## config.mk

```make
export PLATFORM = sky130hd
export DESIGN_NAME = rvb_clmul_seq_flat
export DESIGN_NICKNAME = d
export VERILOG_FILES = /design/src/rtl/rvb_clmul_seq_if.sv /design/src/rtl/rvb_clmul_seq.sv /design/src/flat_wrapper.sv
export SDC_FILE = /design/constraint.sdc
export NUM_CORES = 1
export LEC_CHECK = 0
export ABC_AREA = 1
export ABC_CLOCK_PERIOD_IN_PS = 5200
export BUFFER_PORTS_ARGS = -buffer_cell sky130_fd_sc_hd__buf_2
export CAP_MARGIN = 20
export CORE_MARGIN = 8
export CORE_UTILIZATION = 35
export CTS_BUF_LIST = sky130_fd_sc_hd__clkbuf_8 sky130_fd_sc_hd__clkbuf_16
export DETAILED_ROUTE_END_ITERATION = 8
export PLACE_DENSITY_LB_ADDON = 0.2
export SYNTH_ARGS = -nofsm -noshare
export SYNTH_HDL_FRONTEND = slang
export SYNTH_SLANG_ARGS = --single-unit
```

## constraint.sdc

```tcl
create_clock -name clock -period 5.2 [get_ports clock]
set_input_delay 0.26 -clock clock [delete_from_list [all_inputs] [get_ports clock]]
set_output_delay 0.26 -clock clock [all_outputs]
set_load 0.03 [all_outputs]
```

## src/rtl/rvb_clmul_seq_if.sv

```systemverilog
// Operand/result handshake bundle for the iterative carry-less multiply unit.
// The master side offers operations and consumes results; the slave side is the unit.
interface rvb_clmul_seq_if #(
  parameter int XLEN = 64
);
  logic            din_valid;
  logic            din_ready;
  logic [XLEN-1:0] din_rs1;
  logic [XLEN-1:0] din_rs2;
  logic            din_insn3;
  logic            din_insn12;
  logic            din_insn13;
  logic            dout_valid;
  logic            dout_ready;
  logic [XLEN-1:0] dout_rd;

  modport master (
    output din_valid, din_rs1, din_rs2, din_insn3, din_insn12, din_insn13, dout_ready,
    input  din_ready, dout_valid, dout_rd
  );

  modport slave (
    input  din_valid, din_rs1, din_rs2, din_insn3, din_insn12, din_insn13, dout_ready,
    output din_ready, dout_valid, dout_rd
  );
endinterface

```

## src/rtl/rvb_clmul_seq.sv

```systemverilog
// Iterative carry-less multiplier (CLMUL / CLMULH / CLMULR and RV64 W forms).
// rs2 is scanned LSB first, STEP bits per cycle, against a left-shifting copy
// of rs1 accumulated by XOR into a double-width product register.
// XLEN must be 32 or 64; STEP must be 1, 2, 4 or 8.
module rvb_clmul_seq #(
  parameter int XLEN = 64,
  parameter int STEP = 4
) (
  input logic           clock,
  input logic           resetn,
  rvb_clmul_seq_if.slave bus
);

  localparam int CNT_W = $clog2(XLEN / STEP);
  localparam logic [CNT_W-1:0] CNT_FULL = CNT_W'(XLEN / STEP - 1);
  localparam logic [CNT_W-1:0] CNT_HALF = CNT_W'(32 / STEP - 1);
  localparam logic [XLEN-1:0]  LOW32    = XLEN'(64'h0000_0000_FFFF_FFFF);

  typedef enum logic [1:0] {
    S_IDLE = 2'd0,
    S_BUSY = 2'd1,
    S_DONE = 2'd2
  } state_t;

  state_t state, state_nxt;

  logic               din_ready_c;
  logic               dout_valid_c;
  logic               accept;
  logic               half_in;
  logic [XLEN-1:0]    rs1_in;
  logic [XLEN-1:0]    rs2_in;

  logic [CNT_W-1:0]   cnt;
  logic [2*XLEN-1:0]  acc;
  logic [2*XLEN-1:0]  acc_nxt;
  logic [2*XLEN-1:0]  mcd;
  logic [XLEN-1:0]    mpl;
  logic [1:0]         op_q;
  logic               half_q;
  logic [XLEN-1:0]    rd_q;

  // Select the architectural result from the full product; W forms take the
  // 32-bit window and sign-extend bit 31. The reserved encoding yields zero.
  function automatic logic [XLEN-1:0] pick_result(
    input logic [2*XLEN-1:0] a,
    input logic [1:0]        op,
    input logic              half
  );
    logic [XLEN-1:0] full_r;
    logic [31:0]     half_r;
    full_r = '0;
    half_r = '0;
    case (op)
      2'b01: begin
        full_r = a[XLEN-1:0];
        half_r = a[31:0];
      end
      2'b11: begin
        full_r = a[2*XLEN-1:XLEN];
        half_r = a[63:32];
      end
      2'b10: begin
        full_r = a[2*XLEN-2:XLEN-1];
        half_r = a[62:31];
      end
      default: begin
        full_r = '0;
        half_r = '0;
      end
    endcase
    return half ? XLEN'(signed'(half_r)) : full_r;
  endfunction

  // W forms only exist on RV64; operands are cut to 32 bits on capture for them.
  always_comb begin
    half_in = (XLEN == 64) && bus.din_insn3;
    rs1_in  = half_in ? (bus.din_rs1 & LOW32) : bus.din_rs1;
    rs2_in  = half_in ? (bus.din_rs2 & LOW32) : bus.din_rs2;
  end

  // Handshake outputs and next-state decode.
  always_comb begin
    state_nxt    = state;
    din_ready_c  = 1'b0;
    dout_valid_c = 1'b0;
    accept       = 1'b0;
    case (state)
      S_IDLE: begin
        din_ready_c = resetn;
        accept      = bus.din_valid && resetn;
        if (accept) state_nxt = S_BUSY;
      end
      S_BUSY: begin
        if (cnt == '0) state_nxt = S_DONE;
      end
      S_DONE: begin
        dout_valid_c = 1'b1;
        din_ready_c  = resetn && bus.dout_ready;
        accept       = bus.din_valid && din_ready_c;
        if (bus.dout_ready) state_nxt = bus.din_valid ? S_BUSY : S_IDLE;
      end
      default: state_nxt = S_IDLE;
    endcase
  end

  // State register.
  always_ff @(posedge clock) begin
    if (!resetn) state <= S_IDLE;
    else         state <= state_nxt;
  end

  // Slice counter: loaded with N-1 on accept, counts down to zero while busy.
  always_ff @(posedge clock) begin
    if (!resetn) begin
      cnt <= '0;
    end else if (accept) begin
      cnt <= half_in ? CNT_HALF : CNT_FULL;
    end else if (state == S_BUSY && cnt != '0) begin
      cnt <= cnt - CNT_W'(1);
    end
  end

  // XOR in rs1 shifted by each set bit of the current rs2 slice.
  always_comb begin
    acc_nxt = acc;
    for (int j = 0; j < STEP; j++) begin
      if (mpl[j]) acc_nxt = acc_nxt ^ (mcd << j);
    end
  end

  // Operand capture and per-cycle slice processing.
  always_ff @(posedge clock) begin
    if (accept) begin
      acc    <= '0;
      mcd    <= {{XLEN{1'b0}}, rs1_in};
      mpl    <= rs2_in;
      op_q   <= {bus.din_insn13, bus.din_insn12};
      half_q <= half_in;
    end else if (state == S_BUSY) begin
      acc    <= acc_nxt;
      mcd    <= mcd << STEP;
      mpl    <= mpl >> STEP;
    end
  end

  // Result register: loaded on the final slice, held until the next result.
  always_ff @(posedge clock) begin
    if (!resetn) begin
      rd_q <= '0;
    end else if (state == S_BUSY && cnt == '0) begin
      rd_q <= pick_result(acc_nxt, op_q, half_q);
    end
  end

  assign bus.din_ready  = din_ready_c;
  assign bus.dout_valid = dout_valid_c;
  assign bus.dout_rd    = rd_q;

endmodule

```

## src/flat_wrapper.sv

```systemverilog
// flat-port wrapper written by rule: the top's interface ports become plain ports
module rvb_clmul_seq_flat 
#(
  parameter int XLEN = 64,
  parameter int STEP = 4
)
  (clock, resetn, bus_din_valid, bus_din_rs1, bus_din_rs2, bus_din_insn3, bus_din_insn12, bus_din_insn13, bus_dout_ready, bus_din_ready, bus_dout_valid, bus_dout_rd);
  rvb_clmul_seq_if #(.XLEN(XLEN)) bus_i ();
  input logic clock;
  input logic resetn;
  input wire logic [$bits(bus_i.din_valid)-1:0] bus_din_valid;
  input wire logic [$bits(bus_i.din_rs1)-1:0] bus_din_rs1;
  input wire logic [$bits(bus_i.din_rs2)-1:0] bus_din_rs2;
  input wire logic [$bits(bus_i.din_insn3)-1:0] bus_din_insn3;
  input wire logic [$bits(bus_i.din_insn12)-1:0] bus_din_insn12;
  input wire logic [$bits(bus_i.din_insn13)-1:0] bus_din_insn13;
  input wire logic [$bits(bus_i.dout_ready)-1:0] bus_dout_ready;
  output wire logic [$bits(bus_i.din_ready)-1:0] bus_din_ready;
  output wire logic [$bits(bus_i.dout_valid)-1:0] bus_dout_valid;
  output wire logic [$bits(bus_i.dout_rd)-1:0] bus_dout_rd;
  assign bus_i.din_valid = bus_din_valid;
  assign bus_i.din_rs1 = bus_din_rs1;
  assign bus_i.din_rs2 = bus_din_rs2;
  assign bus_i.din_insn3 = bus_din_insn3;
  assign bus_i.din_insn12 = bus_din_insn12;
  assign bus_i.din_insn13 = bus_din_insn13;
  assign bus_i.dout_ready = bus_dout_ready;
  assign bus_din_ready = bus_i.din_ready;
  assign bus_dout_valid = bus_i.dout_valid;
  assign bus_dout_rd = bus_i.dout_rd;
  rvb_clmul_seq #(.XLEN(XLEN), .STEP(STEP)) u_core (.clock(clock), .resetn(resetn), .bus(bus_i));
endmodule
```

==> results.sh, run 1 <==
export IMPL_outcome="completed"
export IMPL_grt_pass1_vias=23900
export IMPL_clockBufferDepth=3
export IMPL_grt_usage=0.209
export IMPL_die_x_um=285
export IMPL_htreeDepth=2
export IMPL_vias=25500
export IMPL_mostFrequentLayoutCell="nand2_1"
export IMPL_tightestPinTransition_ns=1.12
export IMPL_final_cells=5101
export IMPL_clk_pin_slew_worst_paths_ns=0.06
export IMPL_rsz0062_at_grt="false"
export IMPL_synth_cell_area_sq_mm=0.0254
export IMPL_post_route_period_util=0.566
export IMPL_yosys_warnings=0
export IMPL_power_density_mw_per_mm2=366
export IMPL_cts_hold_buf=88
export IMPL_cts_root_buffer="clkbuf_16"
export IMPL_cp_arrival_ns=3.43
export IMPL_crit_buf_inv=3
export IMPL_place_congestion=0.851
export IMPL_ctsResizeCount=0
export IMPL_layout_common_cells="nand2_1, nand3_1, inv_1"
export IMPL_die_h_um=285
export IMPL_die_area_sq_mm=0.0813
export IMPL_syn_inst=3975
export IMPL_clk_latency_ns=0.59
export IMPL_grt_first_pass_wirelength_mm=138
export IMPL_synthXorXnorAreaFrac=0.0559
export IMPL_crit_required_ns=5.69
export IMPL_ys_seq_elements=393
export IMPL_setup_viol_count_final=0
export IMPL_synth_area_top_cells="nand2_1, dfxtp_1, edfxtp_1"
export IMPL_drt_total_wl_mm=87.9
export IMPL_tns_ns=0
export IMPL_drtPass1Iterations=7
export IMPL_synth_seq_area_share=0.362
export IMPL_synth_top_cell_area_share=0.231
export IMPL_synthAdderAreaFrac=0.000493
export IMPL_path_class="reg -> reg"
export IMPL_postPlaceCellArea_sq_mm=0.0269
export IMPL_critPathMaxStageDelay_ns=0.64
export IMPL_ir_drop_mv=0.248
export IMPL_synth_cell_types=26
export IMPL_diodes=0
export IMPL_core_area_sq_mm=0.0716
export IMPL_gr_total_overflow=0
export IMPL_worstSetupStartpointType="flip-flop"
export IMPL_viasPerCell=5.00
export IMPL_drtIter0Drc=2170
export IMPL_drt_wirelength_per_cell_um=17.2
export IMPL_syn_to_final_growth_pct=15.4
export IMPL_cp_max_fo=117
export IMPL_cpMostUsedCell="nand2_1"
export IMPL_cp_slowest_cell="edfxtp_1"
export IMPL_dpl_hpwl_mm=59.6
export IMPL_start_util=0.354
export IMPL_path_delay_family="buffers and inverters"
export IMPL_dp_slack_ns=2.27
export IMPL_dp_cells=4928
export IMPL_fmax_mhz=340
export IMPL_synth_edf_count=131
export IMPL_antenna_found_initial=2
export IMPL_cap_violations=0
export IMPL_crit_chain="buf_12 -> nand2_1 -> xnor2_1 -> nand3_1 -> nand3_1 -> nand3_1 -> nand2_1 -> nand2_1 -> inv_2 -> nand2_1 -> nand2_1 -> inv_1"
export IMPL_numCtsBuffers=47
export IMPL_grt_max_degree=127
export IMPL_hold_violations=0
export IMPL_io_buffers=200
export IMPL_synth_compound_area_frac=0.0741
export IMPL_final_max_slew_viol_count=0
export IMPL_finClkSkew_ns=0.0132
export IMPL_design_area_sq_mm=0.0293
export IMPL_synth_top_family_by_area="simple AND/OR/NAND/NOR gates"
export IMPL_cts_tree="built"
export IMPL_holdCritPathClass="in -> reg"
export IMPL_min_period_ns=2.94
export IMPL_drive_gt1_frac=0.0744
export IMPL_muxShareOfSynthArea=0
export IMPL_ant_nets=0
export IMPL_fin_ws_ns=2.26
export IMPL_synth_area_leader_cell="nand2_1"
export IMPL_drc=0
export IMPL_final_nets=4251
export IMPL_synth_nets=4111
export IMPL_cts_num_sinks=393
export IMPL_synth_simple_area_share=0.405
export IMPL_avgSynthCellArea_sq_um=6.38
export IMPL_async_flop_share=0
export IMPL_crit_path_end_kind="flip-flop"
export IMPL_yosys_most_used_dff="dfxtp_1"
export IMPL_relSlewSlack=0.251
export IMPL_rows=98
export IMPL_leakagePower_nw=14.1
export IMPL_post_cts_setup_buffer_count=0
export IMPL_ios=201
-- sequential cells by signal, indices dropped and copies added (netlist names) --
signal,count
u_core.acc,128
u_core.bus.dout_rd,64
u_core.cnt,4
u_core.half_q,1
u_core.mcd,128
u_core.mpl,64
u_core.op_q,2
u_core.state,2
-- area by class of cell --
| type | count | area, sq um |
|---|---|---|
| repair buffers | 315 | 2150 |
| clock buffers | 53 | 1270 |
| clock inverters | 32 | 210 |
| inverters | 436 | 1650 |
| fillers | 7671 | 42300 |
| multi-input cells | 2922 | 13600 |
| well taps | 950 | 1190 |
| flip-flops and latches | 393 | 9180 |
-- cells in the mapped netlist (8+ instances only) --
cell         n
a21o_1      29
a21oi_1     40
a22oi_1     64
buf_1       21
buf_2       60
buf_4        8
clkbuf_1   132
dfxtp_1    262
edfxtp_1   131
inv_1      433
nand2_1   1563
nand3_1    684
nand3b_1    36
nand4_1     31
nor2_1      85
o21ai_0    194
or2_1       29
xnor2_1    126
xor2_1      36
-- stage by stage --
| stage | utilization | power [mW] | hold slack, ns |
|---|---|---|---|
| CTS | 0.409 | 10.8 | 0.000508 |
| global placement | 0.376 | 7.42 | 0.440 |
| floorplan | - | 6.46 | 0.359 |
| finish | 0.409 | 10.7 | 0.0226 |
| global route | 0.409 | 11.4 | 0.0264 |
| detailed placement | 0.376 | 7.44 | 0.439 |
-- worst paths after layout --
check	startpoint	endpoint	slack (ns)	cells past startpoint
max	u_core.mpl[0]$_DFFE_PP_	u_core.bus.dout_rd[60]$_SDFFE_PN0P_	2.26	12
min	bus_din_rs1[58]	u_core.mcd[58]$_DFFE_PP_	0.02	3
max reg2reg	u_core.mpl[0]$_DFFE_PP_	u_core.bus.dout_rd[60]$_SDFFE_PN0P_	2.26	12
min reg2reg	u_core.bus.dout_rd[8]$_SDFFE_PN0P_	u_core.bus.dout_rd[8]$_SDFFE_PN0P_	0.46	2
-- per-layer routing --
layer | share of wire | GRT usage
met1 | 0.46 | 0.282
met2 | 0.45 | 0.342
met3 | 0.066 | 0.0381
met4 | 0.024 | 0.0554
met5 | 0.00015 | 0
-- tightest hold or removal path: stages --
cell and delay [ns]:
buf_2 0.07, inv_1 0.03, o21ai_0 0.13
-- kinds of logic after synthesis --
group / Yosys count
XOR/XNOR: 162
AO/OA/AOI/OAI: 329
buffers and inverters: 660
flip-flops: 393
adder cells (fa/ha/maj): 1
AND/OR/NAND/NOR: 2430
-- report_power, final --
group | leakage, nW | switching [mW] | internal [mW]
sequential | 3.39 | 0.355 | 3.69
clock | 0.794 | 1.41 | 1.84
combinational | 9.89 | 2.33 | 1.07
Power figures use the tool's default switching activity.
==> run 2, diff against run 1 <==
ABC_CLOCK_PERIOD_IN_PS = 3050   (was 5200)
clock period = 3.05 ns   (was 5.2 ns; I/O delays follow)
==> run 2 against run 1 <==
Sequential power is 71% higher. Maximum frequency is 13% higher. Combinational power is 74% higher. Hold slack better by 0.25 ns. Cell area is 3.2% higher. Non-clock buffer count is 70 higher. Wire length is 2.7% higher. Flip-flop and latch count stayed put. Global-route usage is 0.47 points higher. First-iteration DRC count is 2.1% higher. Final cell count is 1.4% higher. Largest power group unchanged.
==> results.sh, run 2 (same netlist as run 1, synthesis figures left out) <==
export IMPL_outcome="completed"
export IMPL_finClkSkew_ns=0.0266
export IMPL_grt_max_degree=161
export IMPL_place_congestion=0.914
export IMPL_r2r_start="u_core.mpl[0]$_DFFE_PP_"
export IMPL_antenna_found_initial=2
export IMPL_fillers=7533
export IMPL_r2r_slack_ns=0.45
export IMPL_fmax_mhz=385
export IMPL_vias=25900
export IMPL_crit_end="u_core.bus.dout_rd[62]$_SDFFE_PN0P_"
export IMPL_cap_violations=0
export IMPL_pwr_share_comb=0.316
export IMPL_cts_root_buffer="clkbuf_16"
export IMPL_die_x_um=285
export IMPL_die_area_sq_mm=0.0813
export IMPL_syn_to_final_growth_pct=19.0
export IMPL_rr_worst_depth=11
export IMPL_r2r_end="u_core.bus.dout_rd[62]$_SDFFE_PN0P_"
export IMPL_ios=201
export IMPL_viasPerCell=5.01
export IMPL_ctsResizeCount=0
export IMPL_swShare=0.377
export IMPL_drtPass1Iterations=7
export IMPL_grt_usage=0.214
export IMPL_relSlewSlack=0.389
export IMPL_final_cells=5174
export IMPL_largestRegisters="u_core.acc x128, u_core.mcd x128"
export IMPL_path_class="reg -> reg"
export IMPL_holdCritPathClass="in -> reg"
export IMPL_drt_wirelength_per_cell_um=17.5
export IMPL_worstSetupStartpointType="flip-flop"
export IMPL_fin_util=0.422
export IMPL_cp_max_fo=98
export IMPL_gr_total_overflow=0
export IMPL_cellInternalPower_mw=11.7
export IMPL_seqPwrFrac=0.368
export IMPL_crit_path_end_kind="flip-flop"
export IMPL_drive_gt1_frac=0.0815
export IMPL_die_h_um=285
export IMPL_clockBufferDepth=3
export IMPL_min_period_ns=2.60
export IMPL_crit_required_ns=3.52
export IMPL_post_cts_setup_buffer_count=0
export IMPL_rsz0062_at_grt="false"
export IMPL_setup_viol_count_final=0
export IMPL_layout_common_cells="nand2_1, nand3_1, inv_1"
export IMPL_dpl_hpwl_mm=61.0
export IMPL_cts_tree="built"
export IMPL_ir_drop_mv=0.415
export IMPL_cp_startpoint="u_core.mpl[0]$_DFFE_PP_"
export IMPL_hold_violations=0
export IMPL_power_density_mw_per_mm2=621
export IMPL_grt_pass1_vias=24300
export IMPL_post_route_period_util=0.852
export IMPL_clk_latency_ns=0.61
export IMPL_final_max_slew_viol_count=0
export IMPL_ant_nets=0
export IMPL_start_util=0.354
export IMPL_mostFrequentLayoutCell="nand2_1"
export IMPL_tns_ns=0
export IMPL_power_switching_mw=7.08
export IMPL_grt_first_pass_wirelength_mm=140
export IMPL_clockPowerShare=0.316
export IMPL_drt_total_wl_mm=90.3
export IMPL_dp_cells=4952
export IMPL_numCtsBuffers=47
export IMPL_drtIter0Drc=2215
export IMPL_drc=0
export IMPL_rows=98
export IMPL_leakagePower_nw=14.5
export IMPL_cts_num_sinks=393
export IMPL_core_area_sq_mm=0.0716
export IMPL_io_buffers=200
export IMPL_htreeDepth=2
export IMPL_cp_arrival_ns=3.07
export IMPL_tightestPinTransition_ns=0.917
export IMPL_final_nets=4321
export IMPL_clk_pin_slew_worst_paths_ns=0.06
-- run 2: cell count changes in the layout (fill, tap and decap cells not counted), moves of 2 or more --
cell	change
dlygate4sd3_1	+46
buf_12	+13
buf_4	+11
inv_1	-10
clkinv_2	+4
bufinv_16	+3
clkbuf_8	+2
-- run 2: through the flow --
| step | power (mW) | hold WS, ns | setup slack (ns) | instance area, sq um |
|---|---|---|---|---|
| floorplan | 11.0 | 0.251 | 0.170 | 25400 |
| global placement | 12.7 | 0.335 | 0.490 | 27200 |
| detailed placement | 12.8 | 0.337 | 0.488 | 27200 |
| CTS | 18.9 | 0.228 | 0.457 | 30200 |
| global route | 20.0 | 0.272 | 0.313 | 30200 |
| finish | 18.8 | 0.277 | 0.453 | 30200 |
-- run 2: how the worst min path moves through the flow --
| stage | depth (start not counted) | endpoint | from | slack (ns) |
|---|---|---|---|---|
| global route | 2 | u_core.op_q[1]$_DFFE_PP_ | bus_din_insn13 | 0.27 |
| floorplan | 0 | u_core.half_q$_DFFE_PP_ | bus_din_insn3 | 0.25 |
| detailed placement | 1 | u_core.op_q[0]$_DFFE_PP_ | bus_din_insn12 | 0.34 |
| CTS | 2 | u_core.op_q[1]$_DFFE_PP_ | bus_din_insn13 | 0.23 |
| finish | 2 | u_core.op_q[1]$_DFFE_PP_ | bus_din_insn13 | 0.28 |
| global placement | 1 | u_core.op_q[0]$_DFFE_PP_ | bus_din_insn12 | 0.33 |
-- run 2: final cells by class --
cell class	count	area, sq um	share of cell area
repair buffers	385	2950	0.0977
diodes	1	2.50	0.0000829
clock buffers	54	1270	0.0421
clock inverters	33	333	0.0110
flip-flops and latches	393	9180	0.304
multi-input cells	2922	13600	0.451
well taps	950	1190	0.0394
inverters	436	1650	0.0546
-- run 2: per-layer routing --
metal  up-vias  track usage  wire length [um]
met2       742        0.347             40600
met5         -            0                 0
li1      13100            -                 -
met3       139       0.0383              5960
met1     11900        0.285             40800
met4         0       0.0700              2920
-- run 2: critical path, cell delays in order (launching register included) --
cell      delay (ns)
edfxtp_1        0.54
buf_12          0.48
nand2_1         0.19
xor2_1          0.19
nand2_1         0.08
nand2_1         0.05
nand2_1         0.05
nand2_1         0.10
a21oi_1         0.25
nor2_1          0.10
nor2_1          0.30
nor2_1          0.06
-- run 2: what timing repair did --
item / 4_1_cts / 5_1_grt
setup endpoints to repair: 0 / 0
hold endpoints to repair: 135 / 0
hold buffers: 134 / 0
-- run 2: power by group through the flow --
| stage | Clock [mW] | Sequential (mW) | Combinational (mW) |
|---|---|---|---|
| final | 5.92 | 6.91 | 5.93 |
| after global routing | 6.23 | 6.99 | 6.73 |
| after CTS | 6.04 | 6.90 | 5.93 |
| after detailed placement | 0 | 7.00 | 5.78 |
| after global placement | 0 | 7.00 | 5.72 |
| after floorplan | 0 | 6.88 | 4.13 |
